--- src/rtl/piso_tx.sv ---
// Parallel-in serial-out transmitter with a one-word holding register.
// Words queued in the holding register follow the current frame with no gap.
module piso_tx #(
    parameter int unsigned WIDTH     = 8,
    parameter bit          MSB_FIRST = 1'b1
) (
    input  logic             clk,
    input  logic             rst,
    input  logic [WIDTH-1:0] data_in,
    input  logic             in_valid,
    output logic             in_ready,
    output logic             data_out,
    output logic             load,
    output logic             busy,
    output logic             done
);

    localparam int unsigned CW = (WIDTH > 1) ? $clog2(WIDTH) : 1;

    localparam logic S_IDLE  = 1'b0;
    localparam logic S_SHIFT = 1'b1;

    logic             r_state;
    logic [WIDTH-1:0] r_hold;
    logic             r_hold_full;
    logic [WIDTH-1:0] r_shift;
    logic [CW-1:0]    r_cnt;

    logic             w_accept;
    logic             w_last;
    logic             w_xfer;
    logic [WIDTH-1:0] w_shift_next;

    assign in_ready = rst & ~r_hold_full;
    assign w_accept = in_valid & in_ready;
    assign w_last   = (r_state == S_SHIFT) && (r_cnt == CW'(WIDTH - 1));
    // Holding register drains when idle or when the current frame ends.
    assign w_xfer   = r_hold_full && ((r_state == S_IDLE) || w_last);

    assign w_shift_next = MSB_FIRST ? {r_shift[WIDTH-2:0], 1'b0}
                                    : {1'b0, r_shift[WIDTH-1:1]};

    always_ff @(posedge clk or negedge rst) begin
        if (!rst) begin
            r_hold      <= '0;
            r_hold_full <= 1'b0;
        end else if (w_accept) begin
            r_hold      <= data_in;
            r_hold_full <= 1'b1;
        end else if (w_xfer) begin
            r_hold_full <= 1'b0;
        end
    end

    always_ff @(posedge clk or negedge rst) begin
        if (!rst) begin
            r_state <= S_IDLE;
            r_shift <= '0;
            r_cnt   <= '0;
        end else begin
            case (r_state)
                S_IDLE: begin
                    if (r_hold_full) begin
                        r_shift <= r_hold;
                        r_cnt   <= '0;
                        r_state <= S_SHIFT;
                    end
                end
                S_SHIFT: begin
                    if (w_last) begin
                        r_cnt <= '0;
                        if (r_hold_full) begin
                            r_shift <= r_hold;
                        end else begin
                            r_shift <= '0;
                            r_state <= S_IDLE;
                        end
                    end else begin
                        r_shift <= w_shift_next;
                        r_cnt   <= r_cnt + CW'(1);
                    end
                end
                default: r_state <= S_IDLE;
            endcase
        end
    end

    assign load     = (r_state == S_SHIFT);
    assign data_out = load & (MSB_FIRST ? r_shift[WIDTH-1] : r_shift[0]);
    assign done     = w_last;
    assign busy     = load | r_hold_full;

endmodule

--- config.mk ---
export PLATFORM = sky130hd
export DESIGN_NAME = piso_tx
export DESIGN_NICKNAME = d
export VERILOG_FILES = /design/src/rtl/piso_tx.sv
export SDC_FILE = /design/constraint.sdc
export NUM_CORES = 1
export LEC_CHECK = 0
export BUFFER_PORTS_ARGS = -buffer_cell sky130_fd_sc_hd__clkbuf_2
export CAP_MARGIN = 20
export CORE_MARGIN = 4
export CORE_UTILIZATION = 50
export CTS_CLUSTER_SIZE = 8
export DETAILED_ROUTE_END_ITERATION = 10
export GPL_TIMING_DRIVEN = 0
export HOLD_SLACK_MARGIN = 0.1
export MAX_ROUTING_LAYER = met4
export PLACE_DENSITY = 0.74
export SLEW_MARGIN = 15
export SYNTH_ARGS = -nofsm -noshare
export SYNTH_HDL_FRONTEND = slang
export SYNTH_SLANG_ARGS = --single-unit
--- constraint.sdc ---
create_clock -name clk -period 2.05 [get_ports clk]
set_input_delay 0.1025 -clock clk [delete_from_list [all_inputs] [get_ports clk]]
set_output_delay 0.1025 -clock clk [all_outputs]
set_load 0.01 [all_outputs]
* Word-level counts from Yosys, hierarchy flattened
Cells that the tools add are included. Widths: inputs -> output; s select.
Storage, ports and cells: register bits 21, input port bits 11, output and inout port bits 5
Operators by class: add/subtract/negate cells 1, equal/unequal tests 2, muxes and demuxes 12, bitwise logic cells 6, reductions and logical operators 4
Operator list (count):
- $mux 8 | 3
- $pmux 8 s2 | 1
- $mux 3 | 2
- $pmux 3 s2 | 1
- $mux 1 | 4
- $add 3x1->3 const B | 1
- $and 1x1->1 | 3
- $eq 3x3->1 const B | 1
- $logic_and 1x1->1 | 2
- $ne 2x2->1 const B | 1
- $not 1->1 | 2
- $pmux 1 s2 | 1
- $reduce_bool 2->1 | 1
- $logic_or 1x1->1 | 1
- $or 1x1->1 | 1

* Depth between registers and ports, before layout
Gate-level depths: netlist of run 1.
depth after elaboration 6, mapped depth 6

* Worst setup path after synthesis of run 1
No wires, ideal clock.
path type register -> register, from reg r_cnt[0], to reg r_shift[1], library setup time 0.137 ns, arrival time 1.180 ns, required time 1.913 ns, path slack 0.733 ns, stages on the path, launching flop included 7, path buffers 2, clock period less this slack 1.317 ns, path through dfrtp_1 ha_1 ha_1 buf_2 buf_2 nand3_1 o221ai_1
On the way: longest elaborated chain between the ends 4
Ends and longest elaborated chain:
- start, declared | RTL line 27 | logic [CW-1:0] r_cnt;
- start signal, assigned | RTL line 80 | r_cnt <= r_cnt + CW'(1);
- $eq 3x3->1 | RTL line 36 | assign w_last = (r_state == S_SHIFT) && (r_cnt == CW'(WIDTH - 1));
- $logic_and 1x1->1 | RTL line 36
- $mux 8 | RTL line 70 | if (w_last) begin
- $pmux 8 s2 | RTL line 61 | case (r_state)
- end signal, assigned | RTL line 64 | r_shift <= r_hold;
- end signal, assigned | RTL line 73 | r_shift <= r_hold;
- end signal, assigned | RTL line 79 | r_shift <= w_shift_next;
- end, declared | RTL line 26 | logic [WIDTH-1:0] r_shift;
Every way passes these cells. A chain may end at the register's enable or synchronous reset.

* Final worst setup path of run 1
from reg r_cnt[0], to out done
On the way: longest elaborated chain between the ends 2
Ends and longest elaborated chain:
- $eq 3x3->1 | RTL line 36
- $logic_and 1x1->1 | RTL line 36
- end, declared | RTL line 15 | output logic done
Every way passes these cells.

==> summary.txt, run 1 <==
Run status
  – Status: completed

Cells and area
  – Area Growth Syn to Fin: 23.4%
  – Most common cell after layout, fill and taps aside: dfrtp_1
  – Fillcell total: between 100 and 150
  – Ant diodes: 0
  – Layout cells sized above 1: 0.321
  – Layout Nets: about 120
  – Commonest cells after routing, fill and taps aside: dfrtp_1 (21), clkbuf_2 (15), dlygate4sd3_1 (10)

Clock tree
  – Clock root buffer: clkbuf_4
  – CTS tree: done
  – Clk Latency, worst-skew pair: approximately 300 ps
  – Maximum clock path buffer count: 2
  – Reg clk slew, reported paths: 110 ps
  – Number of CTS-inserted buffers: 3
  – CTS Sinks: 21
  – # resized after CTS: 0
  – H-tree depth: 1
  – # Post-CTS Setup Buffers: 0

Routing
  – Iteration count of the initial detailed-routing pass: 4
  – Post-Route WL: 1920 um
  – DRT antenna net count: 0
  – DR vias: between 700 and 800
  – Average wire per standard cell: between 10 and 15 um
  – Detailed-route DRC error count: 0
  – Starting DRT DRC Count: 7
  – DR vias/cell: roughly 5.6

STA
  – Post-Route Skew: 2.38 ps
  – Fin. Hold Viols: 0
  – Setup TNS: 0 ps
  – Setup violations, final: 0
  – Worst Tran Pin Value: between 500 and 600 ps
  – Fin crit period: approximately 1800 ps
  – RSZ-0062 raised after global routing: false
  – Slew HR: 0.622
  – Fmax: between 500 and 600 MHz
  – Slew Limit Fails: 0
  – Final Cycle Share: 0.874

Floorplan
  – Rows: 15
  – Die Wd: approximately 53 um
  – I/O pin total: 16
  – Total Die Area: between 0.002 and 0.003 mm2
  – Die H: between 50 and 60 um
  – Total core area: between 0.0015 and 0.002 mm2
  – Initial core utilization: 0.552

Global route
  – First-pass GRT wire length: between 3000 and 4000 um
  – Met3 GRT Util: 0.0342
  – GRT overflow: 0
  – Tot GR Track Use: 0.173
  – GR peak layer: met2
  – Met2 usage: 0.304
  – Initial antenna violation count: 0
  – M1 GR Usage: 0.192
  – Vias in the first global route: a little under 800
  – Largest net degree at the start of global routing: 24

Synthesis
  – Synthesized Nets: 93
  – Mean post-synth cell area: 12.4 um2
  – Synth top area share: 0.528
  – Mapped cell area: slightly below 0.001 mm2
  – Seq/Total Area, Yosys: 0.528
  – Synth top area cells: dfrtp_1 (53%), mux2_2 (10%), mux2i_1 (8.1%), o221ai_1 (6.2%), nand3_1 (4.0%)
  – Yosys reg bits: 21
  – Distinct cell type count after synthesis: 18
  – Cell taking the most area after synthesis: dfrtp_1
  – Ys Warns: 0
  – Mapped Cells: 80

Power
  – Seq pwr share: 0.441
  – PwrDens: between 1000 and 1500 mW/mm2
  – Max VDD drop: a little under 0.0009 V
  – Clock share of power: 0.122
  – Cell internal pwr: ~1.1 mW
  – LEAKAGE: just under 0.6 nW
  – Total power: 1.64 mW
  – Sw power: just under 0.6 mW
  – Net switching fraction of the power: 0.356
  – Logic pwr share: 0.437

Worst setup path
  – R2R depth: 6
  – CP Max Fanout: 10
  – Critical path type: reg2out
  – Critical path data arrival time: about 1700 ps
  – Crit. End Element: primary output
  – WP data required: 1950 ps
  – CP Launch Type: flip-flop

Placement
  – Routability Congestion: 0.746
  – HPWL Detailed: roughly 1300 um
  – IO buf count: 15

Hold path
  – Hold Path Class: in2async

Run
  – Max-Cap Viols: 0
-- power groups by stage --
| stage | clock, mW | combinational [mW] | sequential [mW] |
|---|---|---|---|
| after floorplan | 0 | 0.558 | 0.698 |
| final | 0.199 | 0.718 | 0.724 |
| after global placement | 0 | 0.678 | 0.717 |
| after CTS | 0.200 | 0.729 | 0.723 |
| after global routing | 0.217 | 0.803 | 0.749 |
| after detailed placement | 0 | 0.712 | 0.731 |
-- worst max-delay path, cell delays in order, from the launching register on --
cell,delay [ps]
dfrtp_1,400
ha_1,200
ha_1,160
buf_2,170
buf_2,190
and2_1,150
clkbuf_2,120
-- cell usage after synthesis --
cell      number
and2_1         2
nand3_1        8
nor2_1         1
a22o_1         3
inv_1          1
buf_6          2
nor2b_2        1
buf_2          4
mux2i_1        8
ha_1           2
mux2_2         9
nand3b_4       1
nand2_1        7
o221ai_1       7
o21ai_0        1
nor2b_1        1
dfrtp_1       21
or2_1          1
-- cells by family (layout without fill, tap and decap cells) --
group / Yosys count / after routing / synth area share
and+or+nand+nor: 22 / 22 / 0.125
buffers and inverters: 7 / 36 / 0.0465
AOI/OAI and AO/OA: 11 / 11 / 0.0931
DFF: 21 / 21 / 0.528
adders and majority gates: 2 / 2 / 0.0252
muxes: 17 / 17 / 0.182
-- final cells by class --
cell class                      count  area, um2  share of cell area
Inverter                            1       3.75             0.00306
Timing Repair Buffer               25        175               0.143
Multi-Input combinational cell     52        423               0.345
Sequential cell                    21        526               0.428
Tap cell                           25       31.3              0.0255
Clock buffer                        4       26.3              0.0214
Buffer                              6       42.5              0.0347
-- path summary, 6_finish.rpt --
check	slack [ps]	startpoint	to
max reg2reg	620	r_cnt[0]	r_shift[1]
min in group clk	530	r_cnt[1]	r_cnt[1]
max	260	r_cnt[0]	done
max in group asynchronous	1370	rst	r_shift[4]
min reg2reg	530	r_cnt[1]	r_cnt[1]
min	310	rst	r_hold_full
-- metrics by stage --
| stage | setup WS (ps) | area (um2) | util | hold slack, ps | cells |
|---|---|---|---|---|---|
| floorplan | 733 | 995 | - | -193 | 80 |
| global placement | 602 | 1100 | 0.611 | 120 | 120 |
| detailed placement | 598 | 1100 | 0.611 | 121 | 120 |
| CTS | 252 | 1230 | 0.681 | 326 | 134 |
| global route | 178 | 1230 | 0.681 | 359 | 134 |
| finish | 258 | 1230 | 0.681 | 311 | 134 |
-- flip-flops by register name, summed over array words and instances (netlist names) --
name,cells
r_cnt,3
load,1
r_hold_full,1
r_hold,8
r_shift,8
-- timing repair --
item / in CTS / in global routing
endpoints found under the hold margin: 30 / 0
hold buffers: 10 / 0
endpoints found under the setup margin: 0 / 0
-- layer usage --
layer  vias up  part of all wire
li1        352                 -
met4         0             0.019
met5         -                 0
met2        20              0.50
met3         5             0.044
met1       369              0.44
Note: power is estimated with default switching activity, not from simulation.
==> inputs of run 2 (changes only) <==
--- a/config.mk
+++ b/config.mk
@@ -8,13 +8,13 @@
 export BUFFER_PORTS_ARGS = -buffer_cell sky130_fd_sc_hd__clkbuf_2
 export CAP_MARGIN = 20
 export CORE_MARGIN = 4
-export CORE_UTILIZATION = 50
+export CORE_UTILIZATION = 48
 export CTS_CLUSTER_SIZE = 8
 export DETAILED_ROUTE_END_ITERATION = 10
 export GPL_TIMING_DRIVEN = 0
 export HOLD_SLACK_MARGIN = 0.1
 export MAX_ROUTING_LAYER = met4
-export PLACE_DENSITY = 0.74
+export PLACE_DENSITY = 0.71
 export SLEW_MARGIN = 15
 export SYNTH_ARGS = -nofsm -noshare
 export SYNTH_HDL_FRONTEND = slang
==> summary.txt, run 2 (synthesized netlist as in run 1, its figures left out) <==
Cells and area
  – Ant diodes: 0
  – Area Growth Syn to Fin: 23.6%
  – Fin area: approximately 0.0012 mm2
  – Most common cell after layout, fill and taps aside: dfrtp_1
  – Layout cells sized above 1: 0.321
  – Commonest cells after routing, fill and taps aside: dfrtp_1 (21), clkbuf_2 (15), dlygate4sd3_1 (10)
  – Layout Nets: 123
  – Biggest regs: r_hold (8), r_shift (8), r_cnt (3)

Floorplan
  – Total core area: between 0.0015 and 0.002 mm2
  – Total Die Area: ~0.0029 mm2
  – Rows: 16
  – I/O pin total: 16
  – Initial core utilization: 0.507
  – Die H: 53.5 um
  – Die Wd: approximately 54 um

STA
  – Slew HR: 0.613
  – Post-Route Skew: about 3.2 ps
  – Fmax: 546 MHz
  – Worst Tran Pin Value: 581 ps
  – Slew Limit Fails: 0
  – Setup TNS: 0 ps
  – Fin crit period: 1830 ps
  – Setup violations, final: 0
  – Fin. Hold Viols: 0
  – RSZ-0062 raised after global routing: false
  – Final Cycle Share: 0.893

Power
  – Cell internal pwr: approximately 1.1 mW
  – Net switching fraction of the power: 0.354
  – Sw power: 0.580 mW
  – LEAKAGE: 0.581 nW
  – Total power: ~1.6 mW
  – Seq pwr share: 0.442
  – Clock share of power: 0.122
  – Logic pwr share: 0.436
  – PwrDens: between 1000 and 1500 mW/mm2
  – Max VDD drop: between 0.0006 and 0.0007 V

Worst setup path
  – Worst setup endpoint: done
  – WP data required: roughly 2000 ps
  – Total stage count of the critical path: 6
  – Max stage delay on crit path: between 400 and 500 ps
  – Reg2Reg Capture Point: r_shift[1]
  – Critical path type: reg2out
  – Slowest CP cell: dfrtp_1
  – Critical path data arrival time: 1730 ps
  – CP cell instances: ha_1 -> ha_1 -> buf_2 -> buf_2 -> and2_1 -> clkbuf_2
  – R2R depth: 6
  – Worst path top cell family by delay: buffers and inverters
  – Crit. End Element: primary output
  – Reg-to-reg slack, setup: 590 ps
  – CP Launch Type: flip-flop
  – CP Max Fanout: 10
  – Reg2Reg Launch Point: r_cnt[0]
  – CP Buf/Inv Count: 3
  – Critical path origin: r_cnt[0]

Routing
  – Post-Route WL: approximately 1900 um
  – DRT antenna net count: 0
  – DR vias: 737
  – DR vias/cell: ~5.4
  – Starting DRT DRC Count: 3
  – Iteration count of the initial detailed-routing pass: 4
  – Average wire per standard cell: 14.0 um
  – Detailed-route DRC error count: 0

Global route
  – Vias in the first global route: between 700 and 800
  – GRT overflow: 0
  – Largest net degree at the start of global routing: 24
  – First-pass GRT wire length: approximately 3300 um
  – Initial antenna violation count: 0
  – Tot GR Track Use: 0.170

Placement
  – Dpl cell area: about 0.0011 mm2
  – Routability Congestion: about 0.66
  – HPWL Detailed: roughly 1300 um
  – IO buf count: 15

Clock tree
  – CTS Sinks: 21
  – Clock root buffer: clkbuf_4
  – # resized after CTS: 0
  – # Post-CTS Setup Buffers: 0
  – CTS tree: done
  – Number of CTS-inserted buffers: 3
  – Reg clk slew, reported paths: between 100 and 150 ps
  – H-tree depth: 1
  – Clk Latency, worst-skew pair: 310 ps
  – Maximum clock path buffer count: 2

Run
  – Max-Cap Viols: 0

Hold path
  – Hold Path Class: in2async

Run status
  – Status: completed
[run 2: cell counts in the layout (fill, tap and decap cells not counted)]
Identical to the previous run, type by type.
[run 2: layout make-up]
cell class	count	area, um2
buffer	6	42.5
clock buffer	4	26.3
fill	183	732
inverter	1	3.75
multi-input combinational	52	423
sequential	21	526
tap	27	33.8
timing repair buffer	25	175
[run 2: what timing repair did]
action | 4_1_cts | 5_1_grt
hold endpoints to repair | 30 | 0
setup endpoints to repair | 0 | 0
hold buffers | 10 | 0
[run 2: worst min-delay path by stage]
stage	from	end	depth (start not counted)
3_5_place_dp	rst	r_hold_full	1
5_1_grt	rst	load	2
4_1_cts	rst	load	2
6_report	rst	r_hold_full	2
2_1_floorplan	rst	load	0
3_3_place_gp	rst	load	1
[run 2: per-layer routing]
layer,global-route usage,routed length (um)
met1,0.184,796
met5,-,0
met4,0.0511,23
met2,0.290,986
met3,0.0592,98
[run 2: per-stage QoR]
stage | util | setup slack, ps | hold WS (ps) | instances
finish | 0.627 | 220 | 302 | 136
global route | 0.627 | 102 | 341 | 136
CTS | 0.627 | 208 | 327 | 136
detailed placement | 0.563 | 563 | 128 | 122
global placement | 0.563 | 591 | 125 | 122
floorplan | - | 733 | -193 | 80
[run 2: power by group through the flow]
stage          logic (mW)  clock network (mW)  registers (mW)
3_3_place_gp        0.681                   0           0.718
3_5_place_dp        0.708                   0           0.728
5_1_grt             0.795               0.226           0.746
4_1_cts             0.724               0.206           0.719
2_1_floorplan       0.558                   0           0.698
6_report            0.714               0.201           0.723
